File: src/rtl/serial_frame_feeder_if.sv
// Word-in / bit-out handshake bundle between a word source and the serial frame feeder.
interface serial_frame_feeder_if #(
  parameter int WIDTH = 8
);
  logic [WIDTH-1:0] din;
  logic             din_valid;
  logic             din_ready;
  logic             sout;
  logic             sout_valid;
  logic             busy;
  logic             frame_done;

  modport master (
    output din, din_valid,
    input  din_ready, sout, sout_valid, busy, frame_done
  );

  modport slave (
    input  din, din_valid,
    output din_ready, sout, sout_valid, busy, frame_done
  );
endinterface

File: src/rtl/serial_frame_feeder.sv
// Parallel-to-serial feeder for the sequence detector: one bit per clock,
// frame_done on the last bit, optional forced idle gap between frames.
//
// state | meaning
// IDLE  | waiting for a word, din_ready=1
// SHIFT | presenting bits 0..WIDTH-1 of the captured word
// GAP   | forced idle zeros after a frame, GAP_CYCLES long
module serial_frame_feeder #(
  parameter int WIDTH      = 8,
  parameter bit MSB_FIRST  = 1'b1,
  parameter int GAP_CYCLES = 0
) (
  input  logic                  clk,
  input  logic                  reset,
  serial_frame_feeder_if.slave  feed
);
  localparam int CNT_W = $clog2(WIDTH);

  typedef enum logic [1:0] {
    IDLE  = 2'd0,
    SHIFT = 2'd1,
    GAP   = 2'd2
  } state_e;

  state_e           state_q, state_d;
  logic [WIDTH-1:0] shreg_q, shreg_d;
  logic [CNT_W-1:0] cnt_q, cnt_d;
  logic [7:0]       gap_q, gap_d;
  logic             sout_q, sout_d;
  logic             sout_valid_q, sout_valid_d;
  logic             frame_done_q, frame_done_d;
  logic             busy_q, busy_d;
  logic             last_bit;
  logic             din_ready;
  logic             hs;

  function automatic logic head_bit(input logic [WIDTH-1:0] w);
    return MSB_FIRST ? w[WIDTH-1] : w[0];
  endfunction

  function automatic logic [WIDTH-1:0] advance(input logic [WIDTH-1:0] w);
    return MSB_FIRST ? {w[WIDTH-2:0], 1'b0} : {1'b0, w[WIDTH-1:1]};
  endfunction

  assign last_bit  = (state_q == SHIFT) && (cnt_q == CNT_W'(WIDTH - 1));
  // Without a gap the last-bit cycle also accepts, giving a bubble-free stream.
  assign din_ready = reset && ((state_q == IDLE) || ((GAP_CYCLES == 0) && last_bit));
  assign hs        = feed.din_valid && din_ready;

  always_comb begin
    state_d      = state_q;
    shreg_d      = shreg_q;
    cnt_d        = cnt_q;
    gap_d        = gap_q;
    sout_d       = 1'b0;
    sout_valid_d = 1'b0;
    frame_done_d = 1'b0;
    if (hs) begin
      state_d      = SHIFT;
      shreg_d      = feed.din;
      cnt_d        = '0;
      sout_d       = head_bit(feed.din);
      sout_valid_d = 1'b1;
    end else begin
      case (state_q)
        IDLE: ;
        SHIFT: begin
          if (last_bit) begin
            cnt_d = '0;
            if (GAP_CYCLES != 0) begin
              state_d = GAP;
              gap_d   = 8'(GAP_CYCLES - 1);
            end else begin
              state_d = IDLE;
            end
          end else begin
            cnt_d        = cnt_q + CNT_W'(1);
            shreg_d      = advance(shreg_q);
            sout_d       = head_bit(advance(shreg_q));
            sout_valid_d = 1'b1;
            frame_done_d = (cnt_q == CNT_W'(WIDTH - 2));
          end
        end
        GAP: begin
          if (gap_q == 8'd0) state_d = IDLE;
          else               gap_d   = gap_q - 8'd1;
        end
        default: state_d = IDLE;
      endcase
    end
    busy_d = (state_d != IDLE);
  end

  always_ff @(posedge clk) begin
    if (!reset) begin
      state_q      <= IDLE;
      shreg_q      <= '0;
      cnt_q        <= '0;
      gap_q        <= '0;
      sout_q       <= 1'b0;
      sout_valid_q <= 1'b0;
      frame_done_q <= 1'b0;
      busy_q       <= 1'b0;
    end else begin
      state_q      <= state_d;
      shreg_q      <= shreg_d;
      cnt_q        <= cnt_d;
      gap_q        <= gap_d;
      sout_q       <= sout_d;
      sout_valid_q <= sout_valid_d;
      frame_done_q <= frame_done_d;
      busy_q       <= busy_d;
    end
  end

  assign feed.din_ready  = din_ready;
  assign feed.sout       = sout_q;
  assign feed.sout_valid = sout_valid_q;
  assign feed.frame_done = frame_done_q;
  assign feed.busy       = busy_q;
endmodule

File: src/flat_wrapper.sv
// flat-port wrapper written by rule: the top's interface ports become plain ports
module serial_frame_feeder_flat 
#(
  parameter int WIDTH      = 8,
  parameter bit MSB_FIRST  = 1'b1,
  parameter int GAP_CYCLES = 0
)
  (clk, reset, feed_din, feed_din_valid, feed_din_ready, feed_sout, feed_sout_valid, feed_busy, feed_frame_done);
  serial_frame_feeder_if #(.WIDTH(WIDTH)) feed_i ();
  input  logic clk;
  input  logic reset;
  input wire logic [$bits(feed_i.din)-1:0] feed_din;
  input wire logic [$bits(feed_i.din_valid)-1:0] feed_din_valid;
  output wire logic [$bits(feed_i.din_ready)-1:0] feed_din_ready;
  output wire logic [$bits(feed_i.sout)-1:0] feed_sout;
  output wire logic [$bits(feed_i.sout_valid)-1:0] feed_sout_valid;
  output wire logic [$bits(feed_i.busy)-1:0] feed_busy;
  output wire logic [$bits(feed_i.frame_done)-1:0] feed_frame_done;
  assign feed_i.din = feed_din;
  assign feed_i.din_valid = feed_din_valid;
  assign feed_din_ready = feed_i.din_ready;
  assign feed_sout = feed_i.sout;
  assign feed_sout_valid = feed_i.sout_valid;
  assign feed_busy = feed_i.busy;
  assign feed_frame_done = feed_i.frame_done;
  serial_frame_feeder #(.WIDTH(WIDTH), .MSB_FIRST(MSB_FIRST), .GAP_CYCLES(GAP_CYCLES)) u_core (.clk(clk), .reset(reset), .feed(feed_i));
endmodule
File: config.mk
export PLATFORM = sky130hd
export DESIGN_NAME = serial_frame_feeder_flat
export DESIGN_NICKNAME = d
export VERILOG_FILES = /design/src/rtl/serial_frame_feeder_if.sv /design/src/rtl/serial_frame_feeder.sv /design/src/flat_wrapper.sv
export SDC_FILE = /design/constraint.sdc
export NUM_CORES = 1
export LEC_CHECK = 0
export CORE_UTILIZATION = 50
export DETAILED_ROUTE_END_ITERATION = 12
export GPL_ROUTABILITY_DRIVEN = 0
export GPL_TIMING_DRIVEN = 0
export PLACE_DENSITY_LB_ADDON = 0.12
export SETUP_SLACK_MARGIN = 0.02
export SLEW_MARGIN = 20
export SYNTH_ARGS = -nofsm -noshare
export SYNTH_HDL_FRONTEND = slang
export SYNTH_SLANG_ARGS = --single-unit
File: constraint.sdc
create_clock -name clk -period 4.9 [get_ports clk]
set_input_delay 0.98 -clock clk [delete_from_list [all_inputs] [get_ports clk]]
set_output_delay 0.98 -clock clk [all_outputs]
set_load 0.1 [all_outputs]
## After elaboration in Yosys (flattened, before gate mapping)

Cells that the tools add are included.

- Register bits after elaboration: 24
- Input bits: 11

- Bitwise gates (word level): 4
- Eq/ne operators: 5
- Add/sub/neg operators: 2
- Reduce and logical (&&, ||, !) cells: 12
- Multiplexer cells: 14

Operator list:

| operator | number |
|---|---|
| $mux W7 | 3 |
| $logic_not A8 Y1 | 1 |
| $sub A8 B1 Y8 const B | 1 |
| $eq A3 B3 Y1 const B | 2 |
| $mux W1 | 6 |
| $mux W2 | 3 |
| $pmux W2 S3 | 1 |
| $not A1 Y1 | 4 |
| $reduce_bool A2 Y1 | 2 |
| $reduce_or A4 Y1 | 1 |
| $add A3 B1 Y3 const B | 1 |
| $logic_and A1 B1 Y1 | 3 |
| $mux W3 | 1 |
| $reduce_and A3 Y1 | 1 |
| $eq A2 B1 Y1 const B | 1 |
| $eq A2 B2 Y1 const B | 1 |
| $logic_not A2 Y1 | 1 |
| $ne A2 B2 Y1 const B | 1 |
| $reduce_and A2 Y1 | 1 |
| $reduce_or A2 Y1 | 1 |
| $logic_or A1 B1 Y1 | 1 |

## Depth between registers and ports, before layout

Gate-level depths: netlist of run 1.

- Depth in word-level cells: 7
- Depth in mapped cells: 7

## Worst setup path after synthesis of run 1

No wires, ideal clock.

- Kind: in2out
- Start point: in reset
- End point: out feed_din_ready
- Setup slack: 1,612 ps
- Arrival time: 2,308 ps
- Cell stages on the path: 2
- Path buffers: 0
- Cell sequence: nand2b_1 nor2_1

- Longest elaborated chain between the ends: 1

RTL lines:

| item | line | text |
|---|---|---|
| start: declaration | flat_wrapper.sv:11 | `input logic reset;` |
| $logic_and A1 B1 Y1 | serial_frame_feeder.sv:47 | `assign din_ready = reset && ((state_q == IDLE) \|\| ((GAP_CYCLES == 0) && last_bit));` |
| end: declaration | flat_wrapper.sv:14 | `output wire logic [$bits(feed_i.din_ready)-1:0] feed_din_ready;` |

No other way between the ends.

## Worst setup path after layout of run 1

Ends and elaborated chain as after synthesis.

==> results of run 1 <==
==> cells in the mapped netlist <==
cell type,number,area share [%]
a2111oi_2,1,1.3
a21boi_1,1,0.67
a21oi_1,4,1.8
a21oi_2,1,0.78
a22oi_1,1,0.67
a31oi_1,4,2.2
a41o_1,1,0.89
and2_1,6,3.4
and3b_1,1,0.78
buf_6,1,1.0
clkbuf_1,3,1.0
dfxtp_1,24,43
ha_1,5,5.6
inv_1,7,2.3
mux2i_1,4,3.6
nand2_1,16,5.4
nand2b_1,5,2.8
nand3_1,1,0.45
nand4_1,1,0.56
nand4b_1,1,0.78
nor2_1,12,4.0
nor2b_1,3,1.7
nor2b_2,1,0.78
nor3_1,1,0.45
nor3b_2,1,1.1
nor4_1,1,0.56
nor4_4,1,1.9
o211a_1,1,0.89
o21a_1,1,0.67
o21ai_0,3,1.3
o21ai_1,4,1.8
o22ai_1,2,1.1
or2_2,1,0.56
or3b_1,1,0.78
or3b_4,1,1.0
xnor2_1,1,0.78
xor2_1,2,1.6
==> cell usage in the layout, fill, tap and decap left out, types with 4 or more instances in the layout <==
cell / count
inv_1: 7
ha_1: 5
o21ai_1: 4
nor2_1: 12
nand2_1: 16
clkdlybuf4s50_1: 15
dfxtp_1: 24
a21oi_1: 4
mux2i_1: 4
and2_1: 6
nand2b_1: 5
a31oi_1: 4
==> layout make-up <==
class	instances	area share [%]
plain buffers	4	1.70
clock buffers	3	1.70
inverters	7	1.98
multi-input cells	90	44.5
flip-flops and latches	24	36.3
well taps	27	2.55
repair buffers	15	11.3
==> cells by family (layout without fill, tap and decap cells) <==
kind of cell / after synthesis / in the layout / synth area share, %
compound gates: 24 / 24 / 14.2
xor+xnor: 3 / 3 / 2.35
fa+ha+maj: 5 / 5 / 5.59
buf+inv: 11 / 29 / 4.36
flops: 24 / 24 / 43.0
mux: 4 / 4 / 3.58
simple gates: 54 / 54 / 27.0
==> per-stage QoR <==
step / instances / setup slack [ns] / instance area (sq um) / power [mW] / util (%)
floorplan: 125 / 1.61 / 1120 / 0.247 / -
global placement: 167 / 1.01 / 1300 / 0.264 / 63.8
detailed placement: 167 / 1.02 / 1300 / 0.266 / 63.8
CTS: 170 / 1.01 / 1330 / 0.348 / 64.9
global route: 170 / 0.928 / 1330 / 0.365 / 64.9
finish: 170 / 1.04 / 1330 / 0.347 / 64.9
==> path summary, 6_finish.rpt <==
kind	to	slack [ns]
setup reg to reg	u_core.shreg_q[6]	3.13
hold / removal	u_core.feed.sout	0.46
setup / recovery	feed_din_ready	1.04
hold reg to reg	u_core.feed.sout	0.46
==> worst max-delay path: stages <==
cell and delay (ns):
clkdlybuf4s50_1 0.53, nand2b_1 0.11, nor2_1 0.12, clkdlybuf4s50_1 1.14
==> power groups by stage <==
stage	clock network, mW	registers, mW	logic, mW
after global routing	0.0981	0.207	0.0596
after detailed placement	0	0.210	0.0554
after global placement	0	0.210	0.0543
final	0.0852	0.206	0.0553
after floorplan	0	0.221	0.0256
after CTS	0.0863	0.206	0.0557
==> per-layer routing <==
layer	vias up	GRT usage, %	share of wire (%)	wire length (um)
met2	17	33.3	45	959
met4	0	4.41	0.71	15
met3	2	6.85	4.1	87
met1	410	24.7	50	1050
li1	462	-	-	-
met5	-	0	0	0
==> state kept, by name, summed over array words and instances, names as in the netlist <==
signal,flops
u_core.gap_q,8
u_core.shreg_q,7
u_core.cnt_q,3
u_core.state_q,2
u_core.feed.busy,1
u_core.feed.frame_done,1
u_core.feed.sout,1
u_core.feed.sout_valid,1
==> run metrics, run 1 <==
IO buf count=15; die width=between 40 and 50 um; wire length of the first global-routing pass=3.71 mm; io pins=16; clk_skew=approximately 0.0098 ns; Cell Int Power=about 0.25 mW; RSZ-0062 raised after global routing=false; yosys warns=0; Initial Utilization=54.8%; clock buffer count from CTS=3; gr ovfl total=0; routed vias/inst=5.24; root buffer cell=clkbuf_4; Post-DRT Antenna Nets=0; fmax=about 260 MHz; post-synthesis sequential area ratio=between 40% and 50%; post-CTS setup repair buffer count=0; drt wl/cell=about 12 um; CTS clk-pin slew, worst paths=about 0.13 ns; Worst VDD drop=between 0.0002 and 0.0003 V; Setup CP Type=in -> out; multi-input logic area=589 sq um; maxcap violations=0; crit end category=primary output; final hold viol count=0; worst relative slew slack=a little over a third; largest net degree at the start of global routing=13; dpl hpwl=1.60 mm; CTS tree=done; gr usage total=between 20% and 30%; Hold Crit Class=reg -> reg; synthesized flop and latch total=24; fill count=around 170; area grow syn2layout=18.5%; number of DRC markers in iteration 0=8; PD cells=about 260 nW/um^2; Critical Path RT=roughly 3.9 ns; row count=16; post-synthesis cell type count=37; Fin Setup TNS=0 ns; Residual DRC=0; Post-CTS Resized=0; Final period util=between 70 and 80%; H-Tree Depth=1; total area of sequential cells=roughly 480 sq um; # hold bufs at CTS=0; vias in the first global route=about 850; initial antenna violation count=0; Die Y=just under 50 um; Total Wirelength=~2.1 mm; Nets=161; clock share of power=roughly 25%; Critical Path Fanout Max=5; iteration count of the initial detailed-routing pass=4; Slew Limit Fails=0; CTS Sinks=24; Startpoint Class=input pin; syn nets=141; Pleak=~0.56 nW; DR vias=approximately 890; worst skew pair latency=approximately 0.31 ns; worst hold path cell count=2; Critical R2R Launch=u_core.cnt_q[0]; Worst Tran Pin Value=between 0.9 and 1 ns; Syn Inst Count=approximately 130; critical path data arrival time=roughly 2.9 ns; status=completed; Longest Clk Path Bufs=2; hold path start=u_core.shreg_q[6]; average size of a mapped cell=between 8 and 9 sq um; combinational share of power=between 10% and 20%; Hold WS=0.465 ns; Die Area=~2400 sq um; layout cells sized above 1=approximately 7.7%; fin crit period=between 3 and 4 ns; CP startpoint=reset; placeable core area=between 2000 and 2500 sq um; Switching Fraction=a little over a quarter; antenna cells=0; Final setup viols=0; mapped cell area=roughly 1100 sq um; worst r2r path cells=6; share of power burned in registers=between 50% and 60%; NetSw=approximately 0.095 mW
(Power assumes the default switching activity.)
==> run 2: changes to the inputs <==
- clock period: 4.9 -> 3.75 ns (I/O delays scaled with it)
==> results of run 2 <==
Same layout as run 1 (identical final DEF). Status: completed.
Among the figures that moved: setup slack after placement 1.02 ns -> 0.327 ns; setup slack after layout 1.04 ns -> 0.347 ns; register-to-register setup slack 3.13 ns -> 1.98 ns; total power 0.347 mW -> 0.453 mW; worst IR drop on VDD 0.000252 V -> 0.000329 V
==> run 3: changes to the inputs <==
- CELL_PAD_IN_SITES_DETAIL_PLACEMENT: default -> 0
- CELL_PAD_IN_SITES_GLOBAL_PLACEMENT: default -> 1
- CORE_UTILIZATION: 50 -> 39
==> run metrics, run 3 (same netlist as run 1, synthesis figures left out) <==
combinational share of power=15.0% (-1.0 points); maxcap violations=0 (unchanged); Critical Path Fanout Max=5 (unchanged); top flop regs=u_core.gap_q (8), u_core.shreg_q (7), u_core.cnt_q (3); share of power burned in registers=56.4% (-3.1 points); Switching Fraction=between 20% and 30%; root buffer cell=clkbuf_4; layout cells sized above 1=8.33% (+0.64 points); fill count=270 (+55%); cell area after layout=1340 sq um (+1.4%); Startpoint Class=input pin; Fin Setup TNS=0 ns (unchanged); Worst Tran Pin Value=0.965 ns (-0.00146 ns); io pins=16 (unchanged); clock buffer count from CTS=3 (unchanged); NetSw=roughly 0.13 mW; CP max stage cell=clkdlybuf4s50_1; Post-Place Cell Area=1310 sq um (+0.38%); Critical R2R Launch=u_core.cnt_q[0]; gr ovfl total=0 (unchanged); most frequent CP cell=clkdlybuf4s50_1; Post-CTS Resized=0 (unchanged); R2R Path End=u_core.shreg_q[6]; Setup crit end=feed_din_ready; Residual DRC=0 (unchanged); CTS clk-pin slew, worst paths=0.13 ns (about the same); fin crit period=3.41 ns; routed vias/inst=4.98 (-5.0%); CTS tree=done; RSZ-0062 raised after global routing=false; Hold Crit Class=reg -> reg; initial antenna violation count=0 (unchanged); Critical Path RT=roughly 3.0 ns; worst relative slew slack=35.5% (+0.097 points); row count=19 (+3); number of DRC markers in iteration 0=14 (+6); Setup WS post-layout=~0.34 ns; dpl hpwl=1.52 mm (-4.7%); drt wl/cell=11.5 um (-7.6%); IO buf count=15 (unchanged); area grow syn2layout=20.1%; worst skew pair latency=0.31 ns (about the same); final hold viol count=0 (unchanged); placeable core area=2730 sq um (+34%); post-CTS setup repair buffer count=0 (unchanged); most frequent cells in the layout=dfxtp_1, nand2_1, clkdlybuf4s50_1; antenna cells=0 (unchanged); CP Buf/Inv Count=2 (unchanged); clock share of power=28.6% (+4.0 points); wire length of the first global-routing pass=3.43 mm (-7.6%); Final period util=between 90% and 100%; Slew Limit Fails=0 (unchanged); critical path data arrival time=around 2.7 ns; total area of sequential cells=480 sq um (unchanged); # hold bufs at CTS=0 (unchanged); status=completed; largest net degree at the start of global routing=14 (+1); iteration count of the initial detailed-routing pass=3 (-1); Nets=161 (unchanged); dpl cells=171 (+2.4%); worst r2r path cells=6 (unchanged); crit-path cells=clkdlybuf4s50_1, nand2b_1, nor2_1, clkdlybuf4s50_1; delay-heaviest family, CP=buffers and inverters; pre-CTS WS=approximately 0.31 ns; vias in the first global route=791 (-7.2%); CTS Sinks=24 (unchanged); Worst VDD drop=~0.00021 V; Cell Int Power=approximately 0.35 mW; max reg flops=8 (unchanged); gr usage total=14.3% (-5.7 points); H-Tree Depth=1 (unchanged); DR vias=871 (-2.2%); register with the most flip-flops=u_core.gap_q; Die Area=3090 sq um (+27%); Pleak=0.564 nW (+1.3%); Final setup viols=0 (unchanged); Worst path depth=4 (unchanged); multi-input logic area=589 sq um (unchanged); crit end category=primary output; Post-DRT Antenna Nets=0 (unchanged); PD cells=~350 nW/um^2; Initial Utilization=40.9% (-14 points); Critical Path Max Stage Delay=1.14 ns (about the same); Longest Clk Path Bufs=2 (unchanged); commonest non-fill, non-tap cell in the layout=dfxtp_1; CP startpoint=reset; die width=55.6 um (+13%); fmax=between 200 and 300 MHz; fin cells=175 (+2.9%); reg-to-reg slack, setup=slightly below 2 ns; Total Wirelength=2.01 mm (-4.9%); clk_skew=0.00519 ns (-0.00464 ns); Setup CP Type=in -> out; Die Y=55.6 um (+13%)
run 3: changes by cell type in the layout (fill, tap and decap cells not counted), sizes merged:
cell	delta
clkbuf	+1
run 3: layout make-up:
| type | count | area share, % |
|---|---|---|
| clock buffer | 4 | 2.70 |
| multi-input combinational | 90 | 43.9 |
| inverter | 7 | 1.96 |
| sequential | 24 | 35.8 |
| tap | 31 | 2.89 |
| buffer | 4 | 1.68 |
| timing repair buffer | 15 | 11.2 |
run 3: worst reg2reg max path: cells and delay by family (launching register included):
family,cells,cell delay (ns)
compound gates,1,0.08
fa+ha+maj,2,0.41
buf+inv,1,0.25
flops,1,0.35
mux,1,0.21
simple gates,1,0.34
run 3: metrics by stage:
stage | util, % | power, mW | hold slack (ns)
global placement | 47.8 | 0.346 | 0.446
detailed placement | 47.8 | 0.347 | 0.450
finish | 49.2 | 0.477 | 0.465
CTS | 49.2 | 0.486 | 0.471
global route | 49.2 | 0.500 | 0.497
floorplan | - | 0.323 | 0.432
run 3: how the worst min path moves through the flow:
stage / startpoint / endpoint / slack (ns) / depth (start not counted)
floorplan: u_core.cnt_q[2] / u_core.feed.frame_done / 0.43 / 2
global placement: u_core.cnt_q[2] / u_core.feed.frame_done / 0.45 / 2
detailed placement: u_core.shreg_q[4] / u_core.shreg_q[4] / 0.45 / 2
CTS: u_core.cnt_q[2] / u_core.feed.frame_done / 0.47 / 2
global route: u_core.cnt_q[2] / u_core.feed.frame_done / 0.50 / 2
finish: u_core.cnt_q[2] / u_core.feed.frame_done / 0.47 / 2
run 3: power by group through the flow:
| stage | registers [mW] | logic (mW) | clock network (mW) |
|---|---|---|---|
| finish | 0.269 | 0.0715 | 0.136 |
| global route | 0.271 | 0.0776 | 0.152 |
| CTS | 0.269 | 0.0724 | 0.144 |
| detailed placement | 0.275 | 0.0721 | 0 |
| global placement | 0.274 | 0.0715 | 0 |
| floorplan | 0.289 | 0.0335 | 0 |
run 3: routing by layer:
metal / GRT usage (%) / routed length [um] / up-vias
li1: - / - / 469
met1: 17.8 / 973 / 388
met2: 23.8 / 952 / 10
met3: 2.11 / 42 / 4
met4: 7.50 / 37 / 0
met5: 0 / 0 / -
